<file path="src/rtl/tank_pkg.sv">
// Shared types and default key codes for the multi-tank motion controller.
// Key codes are USB HID usage IDs for WASD and the arrow cluster.
package tank_pkg;

   typedef enum logic [1:0] {
      DIR_UP    = 2'd0,
      DIR_RIGHT = 2'd1,
      DIR_DOWN  = 2'd2,
      DIR_LEFT  = 2'd3
   } dir_t;

   typedef enum logic [1:0] {
      ST_IDLE = 2'd0,
      ST_EVAL = 2'd1,
      ST_DONE = 2'd2
   } state_t;

   localparam logic [7:0] KEY_W  = 8'h1A;
   localparam logic [7:0] KEY_A  = 8'h04;
   localparam logic [7:0] KEY_S  = 8'h16;
   localparam logic [7:0] KEY_D  = 8'h07;
   localparam logic [7:0] KEY_UP = 8'h52;
   localparam logic [7:0] KEY_DN = 8'h51;
   localparam logic [7:0] KEY_LT = 8'h50;
   localparam logic [7:0] KEY_RT = 8'h4F;

endpackage

</file>
<file path="src/rtl/tank_overlap_chk.sv">
// Combinational box-overlap test of one candidate tank position against every
// other tank; the tank being moved is excluded by index.
module tank_overlap_chk
   import tank_pkg::*;
#(
   parameter int N_TANKS   = 2,
   parameter int COORD_W   = 10,
   parameter int TANK_SIZE = 16,
   parameter int IDX_W     = 1
) (
   input  logic [COORD_W-1:0]         cand_x,
   input  logic [COORD_W-1:0]         cand_y,
   input  logic [COORD_W*N_TANKS-1:0] all_x,
   input  logic [COORD_W*N_TANKS-1:0] all_y,
   input  logic [IDX_W-1:0]           excl_idx,
   output logic                       hit
);

   localparam logic [COORD_W-1:0] SIZE_C = COORD_W'(TANK_SIZE);

   logic [COORD_W-1:0] oth_x_s;
   logic [COORD_W-1:0] oth_y_s;
   logic [COORD_W-1:0] dx_s;
   logic [COORD_W-1:0] dy_s;

   // Two equal squares overlap when both axis distances are below the edge length.
   always_comb begin
      hit     = 1'b0;
      oth_x_s = '0;
      oth_y_s = '0;
      dx_s    = '0;
      dy_s    = '0;
      for (int i = 0; i < N_TANKS; i++) begin
         oth_x_s = all_x[i*COORD_W +: COORD_W];
         oth_y_s = all_y[i*COORD_W +: COORD_W];
         dx_s    = (cand_x > oth_x_s) ? (cand_x - oth_x_s) : (oth_x_s - cand_x);
         dy_s    = (cand_y > oth_y_s) ? (cand_y - oth_y_s) : (oth_y_s - cand_y);
         if ((excl_idx != IDX_W'(i)) && (dx_s < SIZE_C) && (dy_s < SIZE_C)) begin
            hit = 1'b1;
         end else begin
            hit = hit;
         end
      end
   end

endmodule

</file>
<file path="src/rtl/tank_array_ctrl.sv">
// Multi-tank motion controller: once per frame, walks the tanks in index order,
// decodes each tank's keys from a latched HID report and commits bounded,
// collision-checked single-axis moves.
module tank_array_ctrl
   import tank_pkg::*;
#(
   parameter int N_TANKS   = 2,
   parameter int N_KEYS    = 6,
   parameter int COORD_W   = 10,
   parameter int TANK_SIZE = 16,
   parameter int STEP      = 1,
   parameter int X_MIN     = 0,
   parameter int X_MAX     = 623,
   parameter int Y_MIN     = 0,
   parameter int Y_MAX     = 463,
   parameter logic [COORD_W*N_TANKS-1:0] START_X = {10'd300, 10'd100},
   parameter logic [COORD_W*N_TANKS-1:0] START_Y = {10'd200, 10'd200},
   parameter logic [32*N_TANKS-1:0]      KEYMAP  = {KEY_RT, KEY_DN, KEY_LT, KEY_UP,
                                                    KEY_D,  KEY_S,  KEY_A,  KEY_W}
) (
   input  logic                         Clk,
   input  logic                         Reset_n,
   input  logic                         frame_tick,
   input  logic [8*N_KEYS-1:0]          keycodes,
   output logic [COORD_W*N_TANKS-1:0]   tank_x,
   output logic [COORD_W*N_TANKS-1:0]   tank_y,
   output logic [2*N_TANKS-1:0]         tank_dir,
   output logic [N_TANKS-1:0]           blocked,
   output logic                         update_done,
   output logic                         overrun
);

   localparam int IDX_W = (N_TANKS > 1) ? $clog2(N_TANKS) : 1;
   localparam int PW    = COORD_W * N_TANKS;

   localparam logic [IDX_W-1:0]   LAST_IDX = IDX_W'(N_TANKS - 1);
   localparam logic [COORD_W:0]   STEP_E   = (COORD_W+1)'(STEP);
   localparam logic [COORD_W:0]   X_MIN_E  = (COORD_W+1)'(X_MIN);
   localparam logic [COORD_W:0]   X_MAX_E  = (COORD_W+1)'(X_MAX);
   localparam logic [COORD_W:0]   Y_MIN_E  = (COORD_W+1)'(Y_MIN);
   localparam logic [COORD_W:0]   Y_MAX_E  = (COORD_W+1)'(Y_MAX);

   state_t              state_q, state_d;
   logic [IDX_W-1:0]    idx_q, idx_d;
   logic [8*N_KEYS-1:0] key_q, key_d;
   logic [PW-1:0]       x_q, x_d;
   logic [PW-1:0]       y_q, y_d;
   logic [2*N_TANKS-1:0] dir_q, dir_d;
   logic [N_TANKS-1:0]  blocked_q, blocked_d;
   logic                update_done_q, update_done_d;
   logic                overrun_q, overrun_d;

   logic [COORD_W-1:0]  cur_x_s, cur_y_s;
   logic [31:0]         cur_map_s;
   logic                up_s, down_s, left_s, right_s, any_key_s;
   dir_t                new_dir_s;
   logic [COORD_W:0]    dec_x_s, inc_x_s, dec_y_s, inc_y_s;
   logic [COORD_W-1:0]  cand_x_s, cand_y_s;
   logic                hit_s;

   // Pick out the position and key map of the tank currently being evaluated.
   always_comb begin
      cur_x_s   = '0;
      cur_y_s   = '0;
      cur_map_s = '0;
      for (int i = 0; i < N_TANKS; i++) begin
         if (idx_q == IDX_W'(i)) begin
            cur_x_s   = x_q[i*COORD_W +: COORD_W];
            cur_y_s   = y_q[i*COORD_W +: COORD_W];
            cur_map_s = KEYMAP[i*32 +: 32];
         end else begin
            cur_x_s = cur_x_s;
         end
      end
   end

   // Match every non-empty report byte against the tank's four direction codes.
   always_comb begin
      up_s    = 1'b0;
      down_s  = 1'b0;
      left_s  = 1'b0;
      right_s = 1'b0;
      for (int k = 0; k < N_KEYS; k++) begin
         if (key_q[8*k +: 8] != 8'h00) begin
            up_s    = up_s    | (key_q[8*k +: 8] == cur_map_s[7:0]);
            left_s  = left_s  | (key_q[8*k +: 8] == cur_map_s[15:8]);
            down_s  = down_s  | (key_q[8*k +: 8] == cur_map_s[23:16]);
            right_s = right_s | (key_q[8*k +: 8] == cur_map_s[31:24]);
         end else begin
            up_s = up_s;
         end
      end
      any_key_s = up_s | down_s | left_s | right_s;
      if (up_s) begin
         new_dir_s = DIR_UP;
      end else if (down_s) begin
         new_dir_s = DIR_DOWN;
      end else if (left_s) begin
         new_dir_s = DIR_LEFT;
      end else begin
         new_dir_s = DIR_RIGHT;
      end
   end

   // Candidate position, with one guard bit so a step past zero is caught rather than wrapped.
   always_comb begin
      dec_x_s  = {1'b0, cur_x_s} - STEP_E;
      inc_x_s  = {1'b0, cur_x_s} + STEP_E;
      dec_y_s  = {1'b0, cur_y_s} - STEP_E;
      inc_y_s  = {1'b0, cur_y_s} + STEP_E;
      cand_x_s = cur_x_s;
      cand_y_s = cur_y_s;
      case (new_dir_s)
         DIR_UP:    cand_y_s = (dec_y_s[COORD_W] || (dec_y_s < Y_MIN_E)) ? Y_MIN_E[COORD_W-1:0]
                                                                         : dec_y_s[COORD_W-1:0];
         DIR_DOWN:  cand_y_s = (inc_y_s > Y_MAX_E) ? Y_MAX_E[COORD_W-1:0] : inc_y_s[COORD_W-1:0];
         DIR_LEFT:  cand_x_s = (dec_x_s[COORD_W] || (dec_x_s < X_MIN_E)) ? X_MIN_E[COORD_W-1:0]
                                                                         : dec_x_s[COORD_W-1:0];
         DIR_RIGHT: cand_x_s = (inc_x_s > X_MAX_E) ? X_MAX_E[COORD_W-1:0] : inc_x_s[COORD_W-1:0];
         default:   cand_x_s = cur_x_s;
      endcase
   end

   tank_overlap_chk #(
      .N_TANKS   (N_TANKS),
      .COORD_W   (COORD_W),
      .TANK_SIZE (TANK_SIZE),
      .IDX_W     (IDX_W)
   ) u_overlap (
      .cand_x   (cand_x_s),
      .cand_y   (cand_y_s),
      .all_x    (x_q),
      .all_y    (y_q),
      .excl_idx (idx_q),
      .hit      (hit_s)
   );

   // Frame sequencer and per-tank commit; earlier commits are already in x_q/y_q for later tanks.
   always_comb begin
      state_d       = state_q;
      idx_d         = idx_q;
      key_d         = key_q;
      x_d           = x_q;
      y_d           = y_q;
      dir_d         = dir_q;
      blocked_d     = blocked_q;
      update_done_d = 1'b0;
      overrun_d     = overrun_q;
      case (state_q)
         ST_IDLE: begin
            if (frame_tick) begin
               key_d   = keycodes;
               idx_d   = '0;
               state_d = ST_EVAL;
            end else begin
               state_d = ST_IDLE;
            end
         end
         ST_EVAL: begin
            overrun_d = overrun_q | frame_tick;
            for (int i = 0; i < N_TANKS; i++) begin
               if ((idx_q == IDX_W'(i)) && any_key_s) begin
                  dir_d[2*i +: 2] = new_dir_s;
                  if ((cand_x_s == cur_x_s) && (cand_y_s == cur_y_s)) begin
                     blocked_d[i] = 1'b0;
                  end else if (hit_s) begin
                     blocked_d[i] = 1'b1;
                  end else begin
                     x_d[i*COORD_W +: COORD_W] = cand_x_s;
                     y_d[i*COORD_W +: COORD_W] = cand_y_s;
                     blocked_d[i]              = 1'b0;
                  end
               end else begin
                  blocked_d[i] = blocked_d[i];
               end
            end
            if (idx_q == LAST_IDX) begin
               state_d       = ST_DONE;
               update_done_d = 1'b1;
            end else begin
               idx_d = idx_q + IDX_W'(1);
            end
         end
         ST_DONE: begin
            overrun_d = overrun_q | frame_tick;
            idx_d     = '0;
            state_d   = ST_IDLE;
         end
         default: begin
            idx_d   = '0;
            state_d = ST_IDLE;
         end
      endcase
   end

   // State and output registers.
   always_ff @(posedge Clk or negedge Reset_n) begin
      if (!Reset_n) begin
         state_q       <= ST_IDLE;
         idx_q         <= '0;
         key_q         <= '0;
         x_q           <= START_X;
         y_q           <= START_Y;
         dir_q         <= '0;
         blocked_q     <= '0;
         update_done_q <= 1'b0;
         overrun_q     <= 1'b0;
      end else begin
         state_q       <= state_d;
         idx_q         <= idx_d;
         key_q         <= key_d;
         x_q           <= x_d;
         y_q           <= y_d;
         dir_q         <= dir_d;
         blocked_q     <= blocked_d;
         update_done_q <= update_done_d;
         overrun_q     <= overrun_d;
      end
   end

   assign tank_x      = x_q;
   assign tank_y      = y_q;
   assign tank_dir    = dir_q;
   assign blocked     = blocked_q;
   assign update_done = update_done_q;
   assign overrun     = overrun_q;

endmodule

</file>
<file path="config.mk">
export PLATFORM = sky130hd
export DESIGN_NAME = tank_array_ctrl
export DESIGN_NICKNAME = d
export VERILOG_FILES = /design/src/rtl/tank_pkg.sv /design/src/rtl/tank_overlap_chk.sv /design/src/rtl/tank_array_ctrl.sv
export SDC_FILE = /design/constraint.sdc
export NUM_CORES = 1
export LEC_CHECK = 0
export ABC_AREA = 1
export CAP_MARGIN = 20
export CORE_ASPECT_RATIO = 0.75
export CORE_MARGIN = 1.5
export CORE_UTILIZATION = 50
export DETAILED_ROUTE_END_ITERATION = 10
export MAX_ROUTING_LAYER = met4
export PLACE_DENSITY = 0.73
export REMOVE_ABC_BUFFERS = 1
export SETUP_SLACK_MARGIN = 0.15
export SLEW_MARGIN = 20
export SYNTH_ARGS = -nofsm -noshare
export SYNTH_HDL_FRONTEND = slang
export SYNTH_SLANG_ARGS = --single-unit
</file>
<file path="constraint.sdc">
create_clock -name Clk -period 14.3 [get_ports Clk]
set_input_delay 2.86 -clock Clk [delete_from_list [all_inputs] [get_ports Clk]]
set_output_delay 2.86 -clock Clk [all_outputs]
set_load 0.1 [all_outputs]
</file>
==> metrics, run 1 <==
Clock Path Buffers 2; CTS resizes 0; Final Hold Viols 0; number of global-route vias before repair 10073; post-DP HPWL 25.98 mm; Mapped Cells 1719; max incr delay on CP 0.90 ns; dpl ws 6.863 ns; Clk Tree Root Cell clkbuf_16; share of cells above drive strength 1 4.848%; post-layout instance area 11900 um2; syn avg cell area 6.131 um2; placed instance area 11590 um2; CP required 14.55 ns; wl on met1 15.92 mm; slowest stage cell, crit path dfrtp_2; XOR/XNOR Fraction of Synth Area 5.069%; Crit path top cell by count nand2_1; Simple-Gate Fraction of Synth Area 38.55%; Netlist cell types 41; area grow syn2layout 12.88%; largest area contributor in the netlist nand2_1; H-tree levels 3; Ports 99; fin nets 1904; via count 11303; Top Layer Used met4; Async S/R FF share, synth 100.0%; sequential share of the synthesized area 23.66%; core area 20440 um2; fmax 131.4 MHz; Synth Area in Adders 9.973%; clock buffer count from CTS 9; Non-Filler Instances 2056; Hold Path Class flop to flop; startpoint types flop; Yosys top cell area share 20.91%; endpoints failing setup 0; WS Path Type flop to flop; GRT overflow 0; largest family of logic cells by synthesized area simple AND/OR/NAND/NOR gates; EDFF count, synth 0; Arr. time, crit path 7.86 ns; top-count cell post-synth nand2_1; RSZ-0062 raised after global routing false; Yosys Warn Count 0; initial drt markers 1369; largest net degree at the start of global routing 92; DP Cell Count 2040; Final WS setup 6.688 ns; DRC violations left 0; Max Cap Viol 0; Mapped Area 10540 um2; Final GP Congestion 1.017; Vias/cell 5.498; Final min period 7.612 ns; Ant. Diodes 0; mux contribution to synthesized area 0%; Final period util 53.23%; drt pass-1 iters 6; Die ar. 21970 um2; skew final 0.01306 ns; status finished, final reports clean; Synth area leaders nand2_1 (21%), dfrtp_1 (20%), ha_1 (10%), inv_1 (6.8%), nor2_1 (5.9%); initial antenna violation count 0; Cell Rows 45; Worst-path clk slew 0.08 ns; first-pass GRT wire length 53.08 mm; Initial Utilization 51.56%; met3 WL 3.529 mm; DR WL met2 13.51 mm; Skew-Pair Late Insertion Delay 0.36 ns; cts hold-fix bufs 0; CP endpoint kind flop; global-route usage over all layers 31.57%; Die X 170.6 um; ANT nets after route 0; I/O Buffers 98; Compound-Gate Fraction of Synth Area 12.25%; Slew HR 33.20%; crit-path max FO 44; Sink Count 99; DRT Wirelength 33.33 mm; postcts setup bufs 0; Synth Flop Type dfrtp_1; worst slew pin tran 0.9989 ns; WL per Instance 16.21 um; FF+latch count, synth 99; final setup TNS 0 ns; TritonCTS clock tree yes; Slew Viols, Final 0; Synth top cells by count nand2_1 (587), inv_1 (191), nor2_1 (165); chip height 128.7 um
==> registers in the layout, summed over array words and instances (netlist names) <==
name         count
key_q           48
idx_q            1
blocked          2
tank_dir         4
tank_y          20
overrun          1
update_done      1
state_q          2
tank_x          20
==> worst max-delay path, delay by kind of cell (launching register included) <==
kind	cells	cell delay, ns
AND/OR/NAND/NOR	26	3.22
adder cells (fa/ha/maj)	2	0.78
flip-flops	1	0.90
buffers and inverters	8	2.09
AO/OA/AOI/OAI	3	0.47
==> cells by family after synthesis <==
logic type	Yosys count
xor+xnor	61
compound gates	235
buf+inv	272
fa+ha+maj	84
simple gates	968
flops	99
==> final cells by class <==
class                   count  area [um2]
clock inverters             7       81.33
repair buffers            104        1023
flip-flops and latches     99        2495
inverters                 207       777.0
multi-input cells        1348        6942
well taps                 282       352.8
fillers                  2028        8542
clock buffers               9       225.2
==> final timing paths <==
kind                          from          to  slack [ns]  cells past startpoint
min reg2reg                overrun     overrun        0.46                      1
max reg2reg                  idx_q   tank_x[4]        6.69                     39
max                          idx_q   tank_x[4]        6.69                     39
min                        overrun     overrun        0.46                      1
min in group asynchronous  Reset_n  state_q[1]        2.53                      1
max in group asynchronous  Reset_n   key_q[12]       10.67                      2
==> layer usage <==
metal / vias to the layer above / track usage (%)
met4: 0 / 5.102
met3: 42 / 6.613
met5: - / -
met1: 5138 / 47.00
met2: 512 / 43.84
li1: 5611 / -
==> stage by stage <==
stage | utilization [%] | hold slack [ns]
4_1_cts | 58.21 | 0.4644
2_1_floorplan | - | 0.4718
3_3_place_gp | 56.71 | 0.4400
6_report | 58.21 | 0.4598
3_5_place_dp | 56.71 | 0.4476
5_1_grt | 58.21 | 0.4720
==> layout by cell type (no fill, tap or decap), types with 68 or more instances in the layout <==
master           instances
clkdlybuf4s50_1         97
dfrtp_1                 85
o21ai_0                 95
a21oi_1                 89
inv_1                  190
nand3_1                101
nand4_1                 68
ha_1                    84
nand2_1                587
nor2_1                 164
Power of run 1 is not shown: default switching activity piles up to over one toggle a cycle in this logic, so the estimate is an artifact.
==> inputs of run 2 (changes only) <==
Clock period 14.3 ns to 7.6 ns, I/O delays scaled along.
==> metrics, run 2 (same netlist as run 1, synthesis figures left out) <==
status finished, final reports clean; global-route usage over all layers 30.90%; R2R Setup Slk 1.00 ns; core area 20440 um2; Crit path top cell by count nand2_1; Final Hold Viols 0; commonest non-fill, non-tap cells in the layout nand2_1 (587), inv_1 (190), nor2_1 (164), nand3_1 (101), clkdlybuf4s50_1 (97); chip height 128.7 um; endpoints failing setup 0; CP endpoint kind flop; H-tree levels 3; ANT nets after route 0; Top Layer Used met4; post-DP HPWL 25.25 mm; WS Path Type flop to flop; share of cells above drive strength 1 5.115%; worst slew pin tran 0.9811 ns; GRT overflow 0; DRT Wirelength 32.56 mm; postcts setup bufs 0; Cell Rows 45; Die ar. 21970 um2; fmax 151.5 MHz; max reg flops 48; max incr delay on CP 0.63 ns; Final period util 86.83%; Worst-path clk slew 0.08 ns; Filler Cell Count 2048; TritonCTS clock tree yes; initial drt markers 1288; initial antenna violation count 0; Final min period 6.599 ns; wl on met1 15.85 mm; placed instance area 11630 um2; Ports 99; Arr. time, crit path 6.84 ns; DR WL met2 13.80 mm; Hold Path Class flop to flop; fin nets 1909; slowest stage cell, crit path inv_2; largest net degree at the start of global routing 93; crit-path max FO 36; commonest non-fill, non-tap cell in the layout nand2_1; startpoint types flop; skew final 0.01160 ns; number of global-route vias before repair 10389; WHS 0.4986 ns; final core area utilization 58.40%; Largest Register key_q; Slew HR 34.39%; Sink Count 99; Clock Path Buffers 2; drt pass-1 iters 5; Vias/cell 5.460; area grow syn2layout 13.25%; final setup TNS 0 ns; CP required 7.84 ns; CTS resizes 0; Clk Tree Root Cell clkbuf_16; DRC violations left 0; Die X 170.6 um; Final GP Congestion 1.009; via count 11254; Ant. Diodes 0; Slew Viols, Final 0; WL per Instance 15.80 um; cts hold-fix bufs 0; post-layout instance area 11940 um2; Skew-Pair Late Insertion Delay 0.36 ns; Max Cap Viol 0; RSZ-0062 raised after global routing false; I/O Buffers 98; Initial Utilization 51.56%; clock buffer count from CTS 9; met3 WL 2.590 mm; first-pass GRT wire length 52.50 mm
## run 2: stage by stage
stage / worst slack [ns] / cells
after floorplan: -0.1097 / 1654
after global placement: 1.231 / 2045
after detailed placement: 1.204 / 2045
after CTS: 1.154 / 2061
after global routing: 0.3702 / 2061
final: 1.001 / 2061
## run 2: path summary, 6_finish.rpt
| check | start | to | cells past startpoint |
|---|---|---|---|
| worst max register to register | idx_q | tank_x[0] | 31 |
| worst min register to register | blocked[0] | blocked[0] | 2 |
| min in group asynchronous | Reset_n | key_q[25] | 1 |
| max in group asynchronous | Reset_n | key_q[6] | 2 |
| worst min-delay path | blocked[0] | blocked[0] | 2 |
| worst max-delay path | idx_q | tank_x[0] | 31 |
## run 2: final cells by class
type / instances / area (um2) / share of cell area, %
Inverter: 207 / 777.0 / 6.510
Tap cell: 282 / 352.8 / 2.956
Sequential cell: 99 / 2495 / 20.90
Multi-Input combinational cell: 1348 / 6942 / 58.16
Clock buffer: 9 / 225.2 / 1.887
Clock inverter: 7 / 82.58 / 0.6919
Timing Repair Buffer: 109 / 1061 / 8.890
## run 2: layer usage
metal	global-route usage [%]	vias up
li1	-	5608
met1	44.30	5151
met2	45.86	462
met3	5.321	33
met4	5.206	0
met5	-	-
## run 2: worst max-delay path, delay by kind of cell, from the launching register on
| kind | cells | cell delay [ns] |
|---|---|---|
| AO/OA/AOI/OAI | 3 | 0.44 |
| adder cells (fa/ha/maj) | 1 | 0.49 |
| buffers and inverters | 6 | 1.42 |
| flip-flops | 1 | 0.56 |
| AND/OR/NAND/NOR | 21 | 3.52 |
Power of run 2 is left out for the same reason.
